## config.mk

```make
export PLATFORM = sky130hd
export DESIGN_NAME = adc_sim_arbiter
export DESIGN_NICKNAME = d
export VERILOG_FILES = /design/src/rtl/adc_sim_arbiter_pkg.sv /design/src/rtl/adc_sim_arbiter_pick.sv /design/src/rtl/adc_sim_arbiter.sv
export SDC_FILE = /design/constraint.sdc
export NUM_CORES = 1
export LEC_CHECK = 0
export BUFFER_PORTS_ARGS = -buffer_cell sky130_fd_sc_hd__buf_2
export CORE_MARGIN = 8
export CORE_UTILIZATION = 45
export CTS_BUF_LIST = sky130_fd_sc_hd__clkbuf_16
export DETAILED_ROUTE_END_ITERATION = 16
export PLACE_DENSITY = 0.8
export SLEW_MARGIN = 25
export SYNTH_ARGS = -nofsm -noshare
export SYNTH_HDL_FRONTEND = slang
export SYNTH_SLANG_ARGS = --single-unit
export TNS_END_PERCENT = 30
```

## constraint.sdc

```tcl
create_clock -name clk -period 4.45 [get_ports clk]
set_input_delay 0.445 -clock clk [delete_from_list [all_inputs] [get_ports clk]]
set_output_delay 0.445 -clock clk [all_outputs]
set_load 0.1 [all_outputs]
```

## src/rtl/adc_sim_arbiter_pkg.sv

```systemverilog
// -----------------------------------------------------------------------------
// adc_sim_arbiter_pkg
//   Shared types for the adc_sim sample-source arbiters.
//   - state_t   : arbiter FSM encoding (S_IDLE .. S_RELEASE)
//   - rr_pick_t : result of a round-robin search (valid + index)
//   - rr_pick() : first set request bit at/after a pointer, wrapping at num_ch.
//                 Works on a fixed-width (RR_MAX_CH) request vector so that
//                 arbiters of any size up to RR_MAX_CH can reuse it.
// -----------------------------------------------------------------------------
package adc_sim_arbiter_pkg;

  typedef enum logic [1:0] {
    S_IDLE    = 2'd0,
    S_FETCH   = 2'd1,
    S_FULFILL = 2'd2,
    S_RELEASE = 2'd3
  } state_t;

  localparam int unsigned RR_MAX_CH  = 16;
  localparam int unsigned RR_IDX_WID = 4;

  typedef struct packed {
    logic                  valid;
    logic [RR_IDX_WID-1:0] idx;
  } rr_pick_t;

  // Scans offsets from the largest down to zero so the last hit written is
  // the one closest to (at or after) ptr.
  function automatic rr_pick_t rr_pick(input logic [RR_MAX_CH-1:0]  req,
                                       input logic [RR_IDX_WID-1:0] ptr,
                                       input int                    num_ch);
    rr_pick_t r;
    int       p;
    r.valid = 1'b0;
    r.idx   = '0;
    for (int k = RR_MAX_CH - 1; k >= 0; k--) begin
      if (k < num_ch) begin
        p = int'(ptr) + k;
        if (p >= num_ch) p = p - num_ch;
        if (req[p]) begin
          r.valid = 1'b1;
          r.idx   = p[RR_IDX_WID-1:0];
        end
      end
    end
    return r;
  endfunction

endpackage

```

## src/rtl/adc_sim_arbiter_pick.sv

```systemverilog
// -----------------------------------------------------------------------------
// rr_priority_pick
//   Combinational round-robin first-set-bit finder.
//   Ports:
//     req   in  NUM_CH  pending request vector
//     ptr   in  CH_WID  search start index (highest priority this round)
//     grant out CH_WID  index of the chosen request (0 when none)
//     valid out 1       at least one request pending
// -----------------------------------------------------------------------------
module rr_priority_pick
  import adc_sim_arbiter_pkg::*;
#(
  parameter int NUM_CH = 4,
  parameter int CH_WID = 2
) (
  input  logic [NUM_CH-1:0] req,
  input  logic [CH_WID-1:0] ptr,
  output logic [CH_WID-1:0] grant,
  output logic              valid
);

  logic [RR_MAX_CH-1:0] req_ext;
  rr_pick_t             pick;

  // NOTE: every signal written in always_comb is given a default first so no
  // path leaves it unassigned; an unassigned path infers a latch.
  always_comb begin
    req_ext             = '0;
    req_ext[NUM_CH-1:0] = req;
    pick                = rr_pick(req_ext, RR_IDX_WID'(ptr), NUM_CH);
    grant               = pick.idx[CH_WID-1:0];
    valid               = pick.valid;
  end

endmodule

```

## src/rtl/adc_sim_arbiter.sv

```systemverilog
// -----------------------------------------------------------------------------
// adc_sim_arbiter
//   Shares one host-side sample source among NUM_CH simulated ADCs.
//   A round-robin pick selects a requesting channel, one WID-bit sample is
//   fetched from the host, then presented on the shared ch_indat bus together
//   with that channel's fulfilled strobe until the channel drops its request.
//
//   Ports:
//     clk           in   1       system clock
//     rst_L         in   1       asynchronous active-low reset
//     ch_request    in   NUM_CH  per-channel sample request from adc_sim
//     ch_fulfilled  out  NUM_CH  per-channel fulfilled strobe (one-hot or 0)
//     ch_indat      out  WID     shared sample bus to all adc_sim instances
//     host_req      out  1       sample wanted for host_ch
//     host_ch       out  CH_WID  channel of the outstanding fetch
//     host_ack      in   1       host sample valid (pulse or level)
//     host_dat      in   WID     host sample, taken when host_ack=1
//     busy          out  1       FSM not idle
//     timeout       out  1       sticky: host failed to ack in time
//     served_cnt    out  16      wrapping count of completed grants
//
//   All strobes are decoded straight from registered state, so an async reset
//   drops them in the same cycle.
// -----------------------------------------------------------------------------
module adc_sim_arbiter
  import adc_sim_arbiter_pkg::*;
#(
  parameter int NUM_CH  = 4,
  parameter int CH_WID  = 2,
  parameter int WID     = 18,
  parameter int TMO_WID = 16
) (
  input  logic              clk,
  input  logic              rst_L,
  input  logic [NUM_CH-1:0] ch_request,
  output logic [NUM_CH-1:0] ch_fulfilled,
  output logic [WID-1:0]    ch_indat,
  output logic              host_req,
  output logic [CH_WID-1:0] host_ch,
  input  logic              host_ack,
  input  logic [WID-1:0]    host_dat,
  output logic              busy,
  output logic              timeout,
  output logic [15:0]       served_cnt
);

  localparam logic [CH_WID-1:0] LAST_CH = CH_WID'(NUM_CH - 1);

  state_t              state_q, state_d;
  logic [CH_WID-1:0]   cur_ch_q;
  logic [CH_WID-1:0]   rr_ptr_q;
  logic [WID-1:0]      data_q;
  logic [TMO_WID-1:0]  tmo_cnt_q;
  logic                timeout_q;
  logic [15:0]         served_q;

  logic [CH_WID-1:0]   pick_ch;
  logic                pick_valid;
  logic                cur_req;
  logic                tmo_expired;

  rr_priority_pick #(
    .NUM_CH (NUM_CH),
    .CH_WID (CH_WID)
  ) u_pick (
    .req   (ch_request),
    .ptr   (rr_ptr_q),
    .grant (pick_ch),
    .valid (pick_valid)
  );

  assign cur_req     = ch_request[cur_ch_q];
  assign tmo_expired = &tmo_cnt_q;

  // ---------------------------------------------------------------------------
  // State register
  // ---------------------------------------------------------------------------
  // NOTE: sequential state uses non-blocking assignments so every register
  // samples the pre-edge value of every other register.
  always_ff @(posedge clk or negedge rst_L) begin
    if (!rst_L) state_q <= S_IDLE;
    else        state_q <= state_d;
  end

  // ---------------------------------------------------------------------------
  // Next state and strobes
  // ---------------------------------------------------------------------------
  always_comb begin
    state_d      = state_q;
    host_req     = 1'b0;
    ch_fulfilled = '0;
    busy         = (state_q != S_IDLE);
    host_ch      = cur_ch_q;
    ch_indat     = data_q;
    timeout      = timeout_q;
    served_cnt   = served_q;

    case (state_q)
      S_IDLE: begin
        if (pick_valid) state_d = S_FETCH;
      end
      S_FETCH: begin
        host_req = 1'b1;
        // An ack beats a simultaneous request drop: the sample is already
        // here, so deliver it rather than discard it.
        if (host_ack)         state_d = S_FULFILL;
        else if (!cur_req)    state_d = S_IDLE;
        else if (tmo_expired) state_d = S_FULFILL;
      end
      S_FULFILL: begin
        ch_fulfilled = NUM_CH'(1) << cur_ch_q;
        if (!cur_req) state_d = S_RELEASE;
      end
      S_RELEASE: begin
        state_d = S_IDLE;
      end
      default: state_d = S_IDLE;
    endcase
  end

  // ---------------------------------------------------------------------------
  // Datapath: grant latch, timeout counter, sample register, rr pointer, count
  // ---------------------------------------------------------------------------
  // NOTE: the sample and counters are reset too, because the outputs they
  // drive must read as zero after reset, not as power-up garbage.
  always_ff @(posedge clk or negedge rst_L) begin
    if (!rst_L) begin
      cur_ch_q  <= '0;
      rr_ptr_q  <= '0;
      data_q    <= '0;
      tmo_cnt_q <= '0;
      timeout_q <= 1'b0;
      served_q  <= '0;
    end else begin
      case (state_q)
        S_IDLE: begin
          if (pick_valid) begin
            cur_ch_q  <= pick_ch;
            tmo_cnt_q <= '0;
          end
        end
        S_FETCH: begin
          if (host_ack) begin
            data_q <= host_dat;
          end else if (cur_req) begin
            if (tmo_expired) begin
              // Deliver a zero sample so the waiting ADC cannot hang.
              timeout_q <= 1'b1;
              data_q    <= '0;
            end else begin
              tmo_cnt_q <= tmo_cnt_q + TMO_WID'(1);
            end
          end
        end
        S_RELEASE: begin
          rr_ptr_q <= (cur_ch_q == LAST_CH) ? '0 : cur_ch_q + CH_WID'(1);
          served_q <= served_q + 16'd1;
        end
        default: ;
      endcase
    end
  end

  // ---------------------------------------------------------------------------
  // Protocol invariants
  // ---------------------------------------------------------------------------
  a_fulfilled_onehot0 : assert property (@(posedge clk) disable iff (!rst_L)
    $onehot0(ch_fulfilled));
  a_rr_ptr_range : assert property (@(posedge clk) disable iff (!rst_L)
    rr_ptr_q <= LAST_CH);

endmodule

```

==> Word-level counts from Yosys, hierarchy flattened <==
Index checks and enable logic that the tools add are counted.
{ "totals": {"inputBits": 25, "output_inout_bits": 43, "elab_cells": 88, "latchBits": 0, "ramBits": 0, "mem_bits_ro": 0, "memories": 0, "ff_bits": 57} }
{ "classes": {"reduce_logical": 11, "n_mux": 39, "multipliers": 0, "eq_ne": 10, "magnitude_cmp": 9, "addsub": 10, "shift": 1, "n_bitwise": 1, "div_mod_pow": 0} }
{ "op_table": {"columns": ["operator", "n"], "rows": [
  ["less-than comparator 32 x 6 -> 1 bit (second input constant)", 4],
  ["two-way mux 32 bit", 4],
  [">= comparator 32 x 4 -> 1 bit (second input constant)", 3],
  ["subtractor 32 x 4 -> 32 bit (second input constant)", 3],
  ["two-way mux 16 bit", 4],
  ["two-way mux 18 bit", 3],
  ["adder 16 x 1 -> 16 bit (second input constant)", 2],
  ["case mux 16 bit (2 select lines)", 1],
  ["two-way mux 5 bit", 4],
  ["AND reduction 19 bit", 1],
  ["binary-select mux 1 bit (select 4 bit)", 4],
  ["AND reduction 16 bit", 1],
  ["two-way mux 2 bit", 6],
  ["two-way mux 1 bit", 10],
  ["!= test 2 bit (second input constant)", 4],
  ["case mux 2 bit (4 select lines)", 1],
  ["nonzero test 2 bit", 4],
  ["adder 2 x 2 -> 3 bit (second input constant)", 2],
  ["== test 2 bit (second input constant)", 3],
  ["AND reduction 3 bit", 2],
  ["AND reduction 5 bit", 1],
  ["two-way mux 4 bit", 1],
  ["!= test 4 bit (second input constant)", 1],
  ["<< shifter 1 x 2 -> 4 bit (first input constant)", 1],
  ["other kinds (11)", 11]
]} }

==> Depth between registers and ports, before layout <==
{ "depth": {"ltp_word": 12, "ltp_mapped": 10, "ltp_nobuf": 7} }

==> Modules after synthesis <==
A second synthesis with hierarchy kept.
{ "unflattened": {"cells_unflattened": 285, "hier_area_um2": 2939.1} }
{ "by_module_without_submodules": {"columns": ["mod", "seq_area_each_um2", "instances", "cells_per_inst", "area_each_um2"], "rows": [
  ["adc_sim_arbiter", 1426.4, 1, 239, 2595.0],
  ["rr_priority_pick", 0.0, 1, 46, 344.1]
]} }

==> Least setup slack after synthesis <==
Ideal clock, no wire load.
{ "synth_timing": {"path_kind": "register to output", "from": "register cur_ch_q[0] (netlist: host_ch[0])", "to": "output ch_fulfilled[3]", "required_time_ns": 4.005, "stages_incl_launch_ff": 3, "setup_slack_ns": 1.988, "t_arrival_ns": 2.017, "path_buffers": 0, "cell_sequence": "dfrtp_1 ha_1 and2_1"} }
{ "synth_via": {"elab_chain_len": 2} }
{ "synth_lines": {"columns": ["item", "line_no", "rtl"], "rows": [
  ["from (decl)", "adc_sim_arbiter.sv:50", "logic [CH_WID-1:0] cur_ch_q;"],
  ["from (signal assigned)", "adc_sim_arbiter.sv:138", "cur_ch_q <= pick_ch;"],
  ["<< shifter 1 x 2 -> 4 bit", "adc_sim_arbiter.sv:111", "ch_fulfilled = NUM_CH'(1) << cur_ch_q;"],
  ["two-way mux 4 bit", "adc_sim_arbiter.sv:98", "case (state_q)"],
  ["to (decl)", "adc_sim_arbiter.sv:36", "output logic [NUM_CH-1:0] ch_fulfilled,"]
]} }
No other way between the ends.

==> Worst setup path after layout <==
{ "layout_timing": {"from": "register rr_ptr_q[0]", "to": "register cur_ch_q[0] (netlist: host_ch[0])"} }
{ "layout_via": {"elab_chain_len": 11, "word_cells_on_any_way": 32, "cone_classes": "add/sub: 7; order compare: 4; mux: 20; reduce/logical: 1"} }
{ "layout_lines": {"columns": ["item", "line_no", "rtl"], "rows": [
  ["from (decl)", "adc_sim_arbiter.sv:51", "logic [CH_WID-1:0] rr_ptr_q;"],
  ["from (signal assigned)", "adc_sim_arbiter.sv:156", "rr_ptr_q <= (cur_ch_q == LAST_CH) ? '0 : cur_ch_q + CH_WID'(1);"],
  ["adder 2 x 2 -> 3 bit", "adc_sim_arbiter_pkg.sv:38", "p = int'(ptr) + k;"],
  ["subtractor 32 x 4 -> 32 bit / >= comparator 32 x 4 -> 1 bit (equally long branches)", "adc_sim_arbiter_pkg.sv:39", "if (p >= num_ch) p = p - num_ch;"],
  ["two-way mux 32 bit", "adc_sim_arbiter_pkg.sv:39", null],
  ["binary-select mux 1 bit (select 4 bit)", "adc_sim_arbiter_pkg.sv:40", "if (req[p]) begin"],
  ["two-way mux 1 bit (implied by the code) (2 in a row)", "adc_sim_arbiter_pkg.sv:40", null],
  ["two-way mux 5 bit (3 in a row)", "adc_sim_arbiter_pkg.sv:40", null],
  ["two-way mux 5 bit (*)", "adc_sim_arbiter_pkg.sv:40", null],
  ["AND reduction 2 bit (no source line)", null, null]
]} }
Mark *: on every way between the ends. The rest lies on a longest branch, timed or not. The select of a mux whose other input is x is not followed.
A chain may end at the register's enable or synchronous reset.

==> flow_summary_export.csv <==
group,metric,value,unit
floorplan,die_area,9400,µm²
critical_path,reg2reg_to,"host_ch[0]",
clock_network,clk_pin_slew_worst_paths,0.05,ns
detailed_routing,avgViaCountPerCell,5.47,
timing,min_period,2.82,ns
clock_network,cts_buffer_depth,2,
hold_path,hold_class,"in2async",
detailed_routing,vias,2282,
timing,maxSlewHeadroom,39.1,%
synth,postSynthAreaPerCell,11.2,µm²
timing,period_share,63.3,%
clock_network,post_cts_resized,0,
finish,synthToLayoutAreaGrowth,23.0,%
floorplan,die_w,97.0,µm
timing,slew_violations,0,
finish,final_common_cell,"buf_2",
synth,yosysUniqueCellTypes,54,
timing,max_freq,355,MHz
global_routing,met1_usage,16.7,%
floorplan,dieHeight,97.0,µm
floorplan,rows,29,
global_routing,grt_pass1_wl,11200,µm
synth,synth_top_area_share,48.4,%
global_routing,antenna_found_initial,0,
critical_path,worst-setup-path-type,"reg2reg",
placement,gp_congestion,0.907,
synth,synth_edf_count,0,
synth,synth-seq-cells,57,
critical_path,arrival,3.06,ns
critical_path,critPathBufInv,1,
clock_network,htreeDepth,3,
timing,rsz0062_at_grt,"no",
synth,yosys_warnings,0,
synth,yosysTopAreaCell,"dfrtp_1",
outcome,outcome,"finished clean",
clock_network,cts_tree,"done",
finish,final_cell_mix,"67 x buf_2, 57 x dfrtp_1, 27 x xnor2_1",
detailed_routing,ant_nets,0,
critical_path,crit_slowest_cell,"dfrtp_1",
placement,port_buffers,67,
global_routing,top_usage_layer,"met2",
critical_path,critPathTopFamily,"simple AND/OR/NAND/NOR gates",
global_routing,grt_overflow,0,
timing,setup_viol,0,
synth,synthCells,264,
timing,setup_tns,0,ns
finish,antenna_cells,0,
critical_path,crit_required,4.69,ns
timing,hold_viol_final,0,
floorplan,core_area,6350,µm²
detailed_routing,drt-initial-drc-count,102,
clock_network,root_buffer,"clkbuf_16",
global_routing,grt_pass1_vias,2402,
clock_network,cts.sinks,57,
timing,skew,0.00384,ns
detailed_routing,routedWlPerCell,15.4,µm
synth,synthTopCellsByArea,"dfrtp_1 48%, xnor2_1 8.0%, ha_1 4.7%",
critical_path,worstSetupStartpointType,"flop",
finish,layout.nets,371,
synth,syn-num-nets,300,
critical_path,path_cells,"inv_1, ha_1, mux2_2, nand3_1, and4_1, nor2_2, mux2i_1",
global_routing,use_met3,5.55,%
synth,synth_seq_area_share,48.4,%
detailed_routing,drtPass1Iterations,4,
finish,drive_above_1_share,32.1,%
timing,worst_slew_pin_slew,0.906,ns
critical_path,slowest_delay,0.58,ns
synth,async_flop_share,100,%
detailed_routing,drc,0,
synth,ys.flop_type,"dfrtp_1",
critical_path,cp-end-kind,"flop",
global_routing,met2_usage,21.9,%
clock_network,post-cts-setup-buffer-count,0,
clock_network,insertion_delay,0.32,ns
critical_path,reg2reg_depth,7,
floorplan,start_util,46.4,%
floorplan,io_pins,68,
run,drv_cap,0,
critical_path,crit_fanout,17,
clock_network,hold_buffers,0,
clock_network,cts_made_buffers,9,
synth,syn_area,2950,µm²
detailed_routing,routed_wl,6400,µm
global_routing,grt_max_degree,58,
critical_path,timing.rr.start,"rr_ptr_q[0]",
global_routing,grt_usage,13.9,%
placement,dp_hpwl,4700,µm
critical_path,r2r_slack,1.63,ns
-- metal layers --
metal,wire (µm),up-vias
met5,0,-
met4,132,0
met3,402,15
met2,2980,59
met1,2890,1099
li1,-,1109
-- Yosys cell counts, drive strengths merged (2+ instances only) --
cell,number
xnor2,27
ha,11
or3,2
inv,7
nor4b,2
nor3b,2
or2,2
o21ai,7
nor4,10
a22o,19
nand2,14
nor2,18
mux2,9
mux2i,3
a21oi,2
and4,3
dfrtp,57
a22oi,2
nor2b,4
nand2b,2
clkbuf,3
buf,5
nor3,7
xor2,2
nand3,13
nand4,7
and2,8
-- through the flow --
stage | hold WS, ns | instance area [µm²] | util (%) | setup WS (ns) | instances
floorplan | 0.149 | 2950 | - | 1.99 | 264
global placement | 0.443 | 3350 | 52.7 | 1.77 | 401
detailed placement | 0.458 | 3350 | 52.7 | 1.64 | 401
CTS | 0.293 | 3630 | 57.1 | 1.63 | 417
global route | 0.326 | 3630 | 57.1 | 1.41 | 417
finish | 0.260 | 3630 | 57.1 | 1.63 | 417
-- cell families after synthesis --
| kind of cell | Yosys count | share of synthesized area (%) |
|---|---|---|
| fa+ha+maj | 11 | 4.67 |
| simple gates | 99 | 19.8 |
| compound gates | 40 | 11.1 |
| buf+inv | 15 | 2.29 |
| flops | 57 | 48.4 |
| xor+xnor | 29 | 8.61 |
| mux | 13 | 5.22 |
-- how the worst max path moves through the flow --
| stage | from | end | slack [ns] | cells after the start |
|---|---|---|---|---|
| detailed placement | rr_ptr_q[0] | tmo_cnt_q[1] | 1.64 | 7 |
| global route | rr_ptr_q[0] | host_ch[0] | 1.41 | 7 |
| global placement | rr_ptr_q[0] | tmo_cnt_q[1] | 1.77 | 7 |
| floorplan | host_ch[0] | ch_fulfilled[3] | 1.99 | 2 |
| finish | rr_ptr_q[0] | host_ch[0] | 1.63 | 7 |
| CTS | rr_ptr_q[0] | host_ch[0] | 1.63 | 7 |
-- worst register-to-register path, delay by kind of cell, from the launching register on --
kind	cells	cell delay, ns
buffers and inverters	1	0.22
DFF	1	0.58
adders and majority gates	1	0.47
muxes	2	0.53
and+or+nand+nor	3	0.94
-- final cells by class --
type	count	area, µm²
Fill cell	546	2720
Multi-Input combinational cell	192	1460
Sequential cell	57	1430
Timing Repair Buffer	68	343
Clock buffer	9	225
Tap cell	77	96.3
Clock inverter	7	53.8
Inverter	7	26.3
-- flip-flops by register name (all words and copies together), names as in the netlist, named ones only --
register	count
ch_indat	18
tmo_cnt_q	16
timeout	1
rr_ptr_q	2
served_cnt	16
state_q	1
host_ch	2
Power is not shown: default switching activity piles up to over one toggle a cycle in this logic, so the estimate is an artifact.
